## src/rtl/stv_pwm_deadtime.sv

```systemverilog
// Complementary PWM with double-buffered duty and dead-time insertion.
// Define STV_PWM_POLARITY_EN to add pol_h/pol_l output polarity inputs.
module stv_pwm_deadtime #(
  parameter int WIDTH = 8,
  parameter int DT_WIDTH = 6,
  parameter logic [WIDTH-1:0] INIT_DUTY = '0
) (
  input  logic                clk,
  input  logic                rst_n,
  input  logic                enable,
  input  logic [WIDTH-1:0]    count,
  input  logic                wrap,
  input  logic [WIDTH-1:0]    duty,
  input  logic                duty_valid,
  output logic                duty_ready,
  input  logic [DT_WIDTH-1:0] deadtime,
`ifdef STV_PWM_POLARITY_EN
  input  logic                pol_h,
  input  logic                pol_l,
`endif
  output logic                pwm_h,
  output logic                pwm_l,
  output logic [WIDTH-1:0]    duty_active,
  output logic                period_start
);

  localparam logic [2:0] IDLE    = 3'd0;
  localparam logic [2:0] LOW_ON  = 3'd1;
  localparam logic [2:0] DT_RISE = 3'd2;
  localparam logic [2:0] HIGH_ON = 3'd3;
  localparam logic [2:0] DT_FALL = 3'd4;

  localparam logic [DT_WIDTH-1:0] DT_ONE = 1;

  logic [2:0]          state;
  logic [2:0]          state_d;
  logic [DT_WIDTH-1:0] dt_cnt;
  logic [DT_WIDTH-1:0] dt_cnt_d;
  logic                raw_q;
  logic [WIDTH-1:0]    pend;
  logic                pend_vld;
  logic                fsm_h;
  logic                fsm_l;
  logic                inv_h;
  logic                inv_l;

  assign duty_ready = !pend_vld;

  // Pending duty only moves to the active copy at a period boundary.
  always_ff @(posedge clk) begin
    if (!rst_n) begin
      pend         <= '0;
      pend_vld     <= 1'b0;
      duty_active  <= INIT_DUTY;
      period_start <= 1'b0;
      raw_q        <= 1'b0;
    end else begin
      period_start <= wrap;
      raw_q        <= count < duty_active;
      if (wrap && pend_vld) begin
        duty_active <= pend;
        pend_vld    <= 1'b0;
      end else if (duty_valid && duty_ready) begin
        pend     <= duty;
        pend_vld <= 1'b1;
      end
    end
  end

  always_comb begin
    state_d  = state;
    dt_cnt_d = dt_cnt;
    if (!enable) begin
      state_d = IDLE;
    end else begin
      unique case (state)
        IDLE: state_d = raw_q ? HIGH_ON : LOW_ON;
        LOW_ON: begin
          if (raw_q) begin
            if (deadtime == '0) begin
              state_d = HIGH_ON;
            end else begin
              state_d  = DT_RISE;
              dt_cnt_d = deadtime - DT_ONE;
            end
          end
        end
        DT_RISE: begin
          if (!raw_q)
            state_d = LOW_ON;
          else if (dt_cnt == '0)
            state_d = HIGH_ON;
          else
            dt_cnt_d = dt_cnt - DT_ONE;
        end
        HIGH_ON: begin
          if (!raw_q) begin
            if (deadtime == '0) begin
              state_d = LOW_ON;
            end else begin
              state_d  = DT_FALL;
              dt_cnt_d = deadtime - DT_ONE;
            end
          end
        end
        DT_FALL: begin
          if (raw_q)
            state_d = HIGH_ON;
          else if (dt_cnt == '0)
            state_d = LOW_ON;
          else
            dt_cnt_d = dt_cnt - DT_ONE;
        end
        default: state_d = IDLE;
      endcase
    end
  end

  assign fsm_h = (state_d == HIGH_ON);
  assign fsm_l = (state_d == LOW_ON);

`ifdef STV_PWM_POLARITY_EN
  assign inv_h = pol_h;
  assign inv_l = pol_l;
`else
  assign inv_h = 1'b0;
  assign inv_l = 1'b0;
`endif

  // Outputs are registered alongside the state so they switch on the same edge.
  always_ff @(posedge clk) begin
    if (!rst_n) begin
      state  <= IDLE;
      dt_cnt <= '0;
      pwm_h  <= inv_h;
      pwm_l  <= inv_l;
    end else begin
      state  <= state_d;
      dt_cnt <= dt_cnt_d;
      pwm_h  <= fsm_h ^ inv_h;
      pwm_l  <= fsm_l ^ inv_l;
    end
  end

endmodule

```

## config.mk

```make
export PLATFORM = sky130hd
export DESIGN_NAME = stv_pwm_deadtime
export DESIGN_NICKNAME = d
export VERILOG_FILES = /design/src/rtl/stv_pwm_deadtime.sv
export SDC_FILE = /design/constraint.sdc
export NUM_CORES = 1
export LEC_CHECK = 0
export ABC_CLOCK_PERIOD_IN_PS = 2250
export CAP_MARGIN = 15
export CORE_ASPECT_RATIO = 0.6
export CORE_MARGIN = 3
export CORE_UTILIZATION = 40
export DETAILED_ROUTE_END_ITERATION = 8
export PLACE_DENSITY = 0.7
export SYNTH_ARGS = -nofsm -noshare
export SYNTH_HDL_FRONTEND = slang
export SYNTH_SLANG_ARGS = --single-unit
```

## constraint.sdc

```tcl
create_clock -name clk -period 2.25 [get_ports clk]
set_input_delay 0.3375 -clock clk [delete_from_list [all_inputs] [get_ports clk]]
set_output_delay 0.3375 -clock clk [all_outputs]
set_load 0.005 [all_outputs]
```

# After elaboration in Yosys (flattened, before gate mapping)
# Index checks and enable logic that the tools add are counted.
# W data, S select, Z words.
# totals
regBits	30
# op_classes
n_addsub	2
n_eq_ne	10
magnitude_cmp	1
n_mux	18
n_reduce_logical	10
bitwise_logic	2
# ops
op	count
$mux W6	6
$mux W3	8
$pmux W6 S4	1
$pmux W3 S5	1
$logic_not A6 Y1	2
$sub A6 B1 Y6 const B	2
$eq A3 B2 Y1 const B	3
$lt A8 B8 Y1	1
$ne A2 B2 Y1 const B	4
$eq A3 B1 Y1 const B	2
$reduce_and A6 Y1	1
$reduce_bool A4 Y1	1
$eq A3 B3 Y1 const B	1
$logic_not A3 Y1	1
$logic_and A1 B1 Y1	2
$mux W2	1
$not A1 Y1	2
$reduce_and A2 Y1	1
$reduce_or A2 Y1	1
$logic_not A1 Y1	1
$mux W1	1

# Depth between registers and ports, before layout
# depth
depth_word	6
ltp_mapped	12

# Least setup slack after synthesis
# OpenSTA, ideal clock, no wires.
# synth_timing
path_kind	flip-flop to flip-flop
from	register state[1]
to	register dt_cnt[4]
path_slack_ps	-103
setup_ps	125
period_less_slack_ps	2353
stages_incl_launch_ff	13
arrival_time_ps	2228
cell_sequence	dfxtp_1 -> buf_2 -> xnor2_1 -> or2_1 -> clkbuf_1 -> mux2i_1 -> ha_1 -> nor3b_1 -> xnor2_1 -> nor2_1 -> a31oi_1 -> o21a_1 -> nor2_2
# synth_via
elab_chain_cells	3
word_cells_on_any_way	11
classes_between	eq/ne: 8; mux: 1; reduce/logical: 2
# synth_lines
item	line	rtl
start, declared	35	logic [2:0] state;
start signal, assigned	138	state <= state_d;
$eq A3 B3 Y1, or another cell as far along	76	unique case (state)
$reduce_bool A4 Y1 (no source line) / $ne A2 B2 Y1 (equally long branches)	n/a	
$reduce_and A6 Y1 (no source line)	n/a	
end signal, assigned	139	dt_cnt <= dt_cnt_d;
end, declared	37	logic [DT_WIDTH-1:0] dt_cnt;
# Several ways; a longest one is shown, not always the timed one.
# A chain may end at the register's enable or synchronous reset.

# Worst setup path in the final report
# layout_timing
from	input deadtime[3]
to	register dt_cnt[2]
# layout_via
elab_chain_cells	4
word_cells_on_any_way	5
classes_between	mux: 4; reduce/logical: 1
# layout_lines
item	line	rtl
start, declared	16	input logic [DT_WIDTH-1:0] deadtime,
$logic_not A6 Y1 (*)	80, 98	
$mux W6 (*)	n/a	
$mux W6, on equally long branches	n/a	
$pmux W6 S4 (*)	n/a	
# Mark *: on every way between the ends. The rest lies on a longest branch, timed or not. The select of a mux whose other input is x is not followed.

==> metrics.md <==
| Metric | Value |
|---|---|
| Met2 wire length | 1.81 mm |
| Starting Density | 45.1% |
| Nets | 273 |
| GP Congestion | 0.839 |
| Netlist cell types | 46 |
| HP Class | reg -> reg |
| Die outline area | 4760 sq um |
| Clock skew | 0.00523 ns |
| Ys Warns | 0 |
| Post-CTS setup buffers | 0 |
| Commonest non-fill, non-tap cell in the layout | clkdlybuf4s50_1 |
| Highest routed metal layer | met4 |
| Total power draw | 1.30 mW |
| First-pass GRT wire length | 6.84 mm |
| Fillers | 281 |
| Rel. slew slack | 69.5% |
| FF-to-FF End | dt_cnt[4] |
| Reg2reg start | state[1] |
| Cell area after layout | 2230 sq um |
| Largest net degree at the start of global routing | 23 |
| Worst-margin pin slew | 0.456 ns |
| Fin crit period | 2.13 ns |
| Post-route ant nets | 0 |
| HP Start | pend[4] |
| Root buffer cell | clkbuf_8 |
| DRC | 0 |
| Clock slew at reported path FFs | 0.06 ns |
| Avg WL per Cell | 14.8 um |
| TritonCTS clock tree | built |
| Global route overflow | 0 |
| Crit Path Category | in -> reg |
| Top achievable clock speed | 469 MHz |
| CP Cell Sequence | clkdlybuf4s50_1, or4_4, o311a_4, o221ai_4, buf_4, nand2b_1, nand4_1, a31oi_1 |
| RSZ-0062 raised after global routing | false |
| Row Count | 16 |
| Synthesized Nets | 219 |
| Most frequent cells in the layout | clkdlybuf4s50_1 (38), dfxtp_1 (30), nand2_1 (22), nor2_1 (20), buf_4 (18) |
| Data arrival, critical path | 2.29 ns |
| Clk sink count | 30 |
| Die Wd | 87.1 um |
| Final wirelength | 4.19 mm |
| Worst path slowest cell | or4_4 |
| Dpl ws | -0.162 ns |
| I/O pins | 39 |
| # Max-Cap Violations | 0 |
| VDD IR max | 0.334 mV |
| Post-route setup TNS | 0 ns |
| Met1 WL | 2.00 mm |
| Vias/cell | 5.23 |
| Critical Path Start Type | input port |
| Drt pass-1 iters | 4 |
| Synthesis-stage register bit count | 30 |
| CP endpoint kind | flip-flop |
| Longest Clk Path Bufs | 2 |
| Max-slew violation count | 0 |
| # setup viols final | 0 |
| Pwr dens | 584 nW/um^2 |
| CP required | 2.41 ns |
| Average cell area after synthesis | 8.58 sq um |
| Post-CTS Hold Buffers | 0 |
| CP startpoint | deadtime[3] |
| Synth top area share | 38.0% |
| Top cell type by total area after synthesis | dfxtp_1 |
| Sequential fraction of the synthesis area | 38.0% |
| Share of layout cells above drive strength 1 | 16.7% |
| Run status | completed |
| Die Y | 54.7 um |
| Vias in the first global route | 1477 |
| Synth-to-layout area growth | 41.3% |
| First DRT Iteration DRCs | 102 |
| All-Layer GR Usage | 18.9% |
| Slowest cell delay on critical path | 0.56 ns |
| WHS Endpoint | duty_active[4] |
| Initial antenna violation count | 0 |
| Core area | 3500 sq um |
| Hold path depth | 2 |
| # port buffers | 38 |
| Ranking of synthesized cells by area | dfxtp_1 (38%), mux2i_1 (7.0%), ha_1 (6.3%) |
| Num CTS Buffers | 5 |
| Worst reg2reg setup slack | 0.13 ns |
| Via count of the routed design | 1485 |
| Final Hold Vio Count | 0 |
| Fin crit share | 94.7% |
| Final worst setup slack | 0.119 ns |
| Critical Path Fanout Max | 9 |
| Mapped Area | 1580 sq um |
| N_diodes | 0 |
| Clock Latency Late Sink | 0.27 ns |
| Leak pwr | 0.858 nW |
| CTS H-Tree Depth | 2 |
| Mapped Cells | 184 |
| Met3 WL | 321 um |
| Worst R2R Path Depth | 10 |
| Hpwl dp | 3.37 mm |
| Placed cell area | 2110 sq um |
==> synth_stat cells, drive strengths merged <==
cell type	n
dfxtp	30
nand2	22
nor2	21
a21oi	13
inv	12
mux2i	11
o21ai	9
ha	8
clkbuf	5
nor3	5
buf	4
nand2b	4
a211oi	3
a21o	3
a31oi	3
or3	3
and2	2
nand4	2
nor4	2
o311ai	2
or2	2
or4	2
xnor2	2
a32oi	1
and2b	1
mux2	1
nor2b	1
nor3b	1
o211ai	1
o21a	1
o221ai	1
o22a	1
o22ai	1
o2bb2ai	1
o311a	1
o31ai	1
xor2	1
==> metal layers <==
layer,global-route usage (%),up-vias
met5,0,-
met4,8.42,0
met3,6.32,12
met2,26.7,51
met1,26.1,671
li1,-,751
==> kinds of logic (layout without fill, tap and decap cells) <==
family / after synthesis / in the layout / share of synthesized area (%)
compound gates: 42 / 42 / 19.8
buf+inv: 21 / 76 / 5.63
flops: 30 / 30 / 38.0
xor+xnor: 3 / 3 / 1.66
fa+ha+maj: 8 / 8 / 6.34
simple gates: 68 / 68 / 20.8
mux: 12 / 12 / 7.69
==> worst max-delay path: cells and delay by family <==
family	cells	cell delay, ns
buffers and inverters	2	0.63
AND/OR/NAND/NOR	3	0.73
AO/OA/AOI/OAI	3	0.60
==> cell type report <==
cell class	count	area [sq um]	share of cell area, %
Multi-Input combinational cell	133	903	40.5
Sequential cell	30	601	26.9
Timing Repair Buffer	56	515	23.1
Clock buffer	8	110	4.94
Tap cell	45	56.3	2.52
Inverter	12	45.0	2.02
==> per-stage QoR <==
step	instances	util, %	hold slack [ns]
after floorplan	184	-	0.431
after global placement	276	60.4	0.452
after detailed placement	276	60.4	0.463
after CTS	284	63.5	0.475
after global routing	284	63.7	0.507
final	284	63.7	0.482
==> sequential cells by signal (all words and copies together) (netlist names) <==
name,flops
period_start,1
pend,8
state,3
pwm_l,1
pwm_h,1
raw_q,1
pend_vld,1
dt_cnt,6
duty_active,8
==> how the worst max path moves through the flow <==
stage                 to  cells past startpoint
6_report       dt_cnt[2]                      8
5_1_grt        dt_cnt[4]                     10
4_1_cts        dt_cnt[4]                     10
3_5_place_dp   dt_cnt[2]                      8
3_3_place_gp   dt_cnt[2]                      8
2_1_floorplan  dt_cnt[4]                     12
==> power by group <==
| part | internal (mW) | leakage, nW | switching (mW) | total [mW] |
|---|---|---|---|---|
| logic | 0.125 | 0.556 | 0.100 | 0.225 |
| clock network | 0.308 | 0.0575 | 0.188 | 0.496 |
| registers | 0.556 | 0.245 | 0.0251 | 0.581 |
==> timing repair <==
| action | in CTS | in global routing |
|---|---|---|
| endpoints found under the hold margin | 0 | 0 |
| gates resized for setup | 0 | 2 |
| endpoints found under the setup margin | 0 | 1 |
No activity file was read; power rests on OpenSTA's default activity.
==> RTL change, RTL diff (same flow settings) <==
Make the reset (`rst_n`) asynchronous in one clocked block.
--- a/src/rtl/stv_pwm_deadtime.sv
+++ b/src/rtl/stv_pwm_deadtime.sv
@@ -47,7 +47,7 @@
   assign duty_ready = !pend_vld;
 
   // Pending duty only moves to the active copy at a period boundary.
-  always_ff @(posedge clk) begin
+  always_ff @(posedge clk or negedge rst_n) begin
     if (!rst_n) begin
       pend         <= '0;
       pend_vld     <= 1'b0;
Function: differs if rst_n is asserted again (counterexample within 4 cycles, from zero or initial values and one cycle with rst_n low); with rst_n held inactive, the same outputs for 10 cycles.
==> RTL change against the unedited design <==
- the flow now finishes with violations (setup timing)
- routed wire length is 7.7% lower
- sequential share of layout area is 3.2 points higher
- area after synthesis is 2.1% higher
- cell area is 3.8% higher
- synthesized cell count is 17% lower
- worst setup slack worse by 0.16 ns
- sequential cell count stayed put
- critical endpoint is now dt_cnt[4]
Power is not compared: it rests on default switching activity, and its combinational part moved more than twofold at a synthesized area within 25%.
==> RTL change: results (changes against the unedited design) <==
Parameter                              Value

Yosys
  Top cells by area, synth ... sky130_fd_sc_hd__dfrtp_1 29%, sky130_fd_sc_hd__dfxtp_1 14%, sky130_fd_sc_hd__mux2_2 12%
  Most frequently used flop master after synthesis ... sky130_fd_sc_hd__dfrtp_1
  Post-Syn Nets ... 188 (-14%)
  Fraction of synthesis flops using an asynchronous set or reset pin ... 63.3% (+63 points)
  Sequential fraction of the synthesis area ... 43.1% (+5.1 points)
  Commonest cells in the synthesized netlist ... 19 x sky130_fd_sc_hd__dfrtp_1, 17 x sky130_fd_sc_hd__mux2_2, 13 x sky130_fd_sc_hd__inv_1

Place
  DP HPWL ... 3.02 mm (-10%)
  Final weighted congestion in routability-driven placement ... 0.838 (-0.18%)
  Worst setup slack after placement ... -0.225 ns (-0.0628 ns)
  Placed Instances ... 248 (-10%)
  Post-Place Cell Area ... 2140 um^2 (+1.2%)

Timing
  Max-Slew Margin vs Limit ... 72.2% (+2.8 points)
  Number of setup violations in the final report ... 1 (+1)
  Final max-slew violation count ... 0 (unchanged)
  Setup skew after layout ... 0.00603 ns (+0.000797 ns)
  Post-route setup slack ... -0.0379 ns (-0.157 ns)
  Setup TNS after final layout ... -0.0379 ns (-0.0379 ns)

GRT
  Vias in the first global route ... 1235 (-16%)
  All-layer global routing usage ... 16.5% (-2.4 points)
  Global-route wire length before repair ... 5.99 mm (-12%)
  Maximum number of pins on one net before global-route repair ... 15 (-35%)

Worst setup path
  Class of the most critical setup path ... register to register
  Worst setup path end ... dt_cnt[4]
  Delay of the slowest cell on the worst path ... 0.39 ns (-0.17 ns)
  Highest net fanout along the worst path ... 3 (-6)
  Startpoint of the worst-slack reg-to-reg timing path ... state[1]
  Highest-delay cell along the critical path ... sky130_fd_sc_hd__or4_1

Route
  Per-cell via count in the routed design ... 5.16 (-1.2%)
  1st-pass router iterations ... 4 (unchanged)
  DR iter-0 viols ... 64 (-37%)
  Wire length reported by the detailed router ... 3.87 mm (-7.7%)
  Post-DR wirelength/cell ... 14.8 um (+0.38%)

Hold path
  Worst hold-check path type ... register to register

Outcome
  Outcome ... finished with violations
  Failing checks ... setup timing

Finish
  Nets ... 248 (-9.2%)
  Layout Cell Area excl Fill ... 2320 um^2 (+3.8%)
  Share of post-route cells with drive strength above 1 ... 30.8% (+14 points)
  Fill cells ... 298 (+6.0%)
RTL change: cell types whose count changed after synthesis, moves of 4 or more:
cell	change
sky130_fd_sc_hd__dfrtp_1	+19
sky130_fd_sc_hd__dfxtp_1	-19
sky130_fd_sc_hd__mux2_2	+16
sky130_fd_sc_hd__nand2_1	-15
sky130_fd_sc_hd__nor2_1	-14
sky130_fd_sc_hd__a21oi_1	-7
sky130_fd_sc_hd__mux2i_1	-7
sky130_fd_sc_hd__nor3b_1	+4
RTL change: layer usage:
layer	GRT usage (%)	part of all wire (%)	wire length [um]	vias up
li1	-	-	-	674
met1	23.1	50	1950	648
met2	24.6	45	1740	26
met3	4.88	4.6	179	0
met4	5.10	0	0	0
met5	0	0	0	-
RTL change: cells by family after synthesis:
| kind of cell | Yosys count | synth area share, % |
|---|---|---|
| adder cells (fa/ha/maj) | 8 | 6.21 |
| AO/OA/AOI/OAI | 31 | 13.3 |
| AND/OR/NAND/NOR | 39 | 15.3 |
| multiplexers | 21 | 14.4 |
| XOR/XNOR | 4 | 2.17 |
| buffers and inverters | 20 | 5.51 |
| flip-flops | 30 | 43.1 |
RTL change: timing repair:
action	in CTS	in global routing
endpoints found under the setup margin	1	2
resized for setup	8	4
hold buffers	0	0
pin swaps	2	3
setup buffers	3	2
gates cloned	0	0
RTL change: critical path: cells and delay by family (launching register included):
family / cells / cell delay (ns)
AO/OA/AOI/OAI: 2 / 0.21
XOR/XNOR: 1 / 0.16
adder cells (fa/ha/maj): 1 / 0.23
buffers and inverters: 1 / 0.05
flip-flops: 1 / 0.34
multiplexers: 1 / 0.27
AND/OR/NAND/NOR: 4 / 0.95
RTL change: worst min-delay path by stage:
| stage | from | end | slack (ns) | cells after the start |
|---|---|---|---|---|
| after CTS | dt_cnt[5] | dt_cnt[5] | 0.50 | 2 |
| after detailed placement | dt_cnt[5] | dt_cnt[5] | 0.48 | 2 |
| after global placement | dt_cnt[3] | dt_cnt[3] | 0.48 | 2 |
| final | dt_cnt[5] | dt_cnt[5] | 0.49 | 2 |
| after floorplan | rst_n | duty_active[0] | 0.04 | 0 |
| after global routing | dt_cnt[3] | dt_cnt[3] | 0.52 | 2 |
RTL change: cell type report:
class / instances / share of cell area (%)
multi-input combinational: 103 / 37.5
timing repair buffer: 60 / 23.6
clock buffer: 6 / 3.57
clock inverter: 2 / 0.540
sequential: 30 / 30.1
tap: 47 / 2.54
inverter: 13 / 2.11
RTL change: where the power goes:
| group | internal [mW] | total, mW | switching (mW) |
|---|---|---|---|
| logic | 0.433 | 0.713 | 0.280 |
| clock network | 0.245 | 0.449 | 0.204 |
| registers | 0.663 | 0.766 | 0.103 |
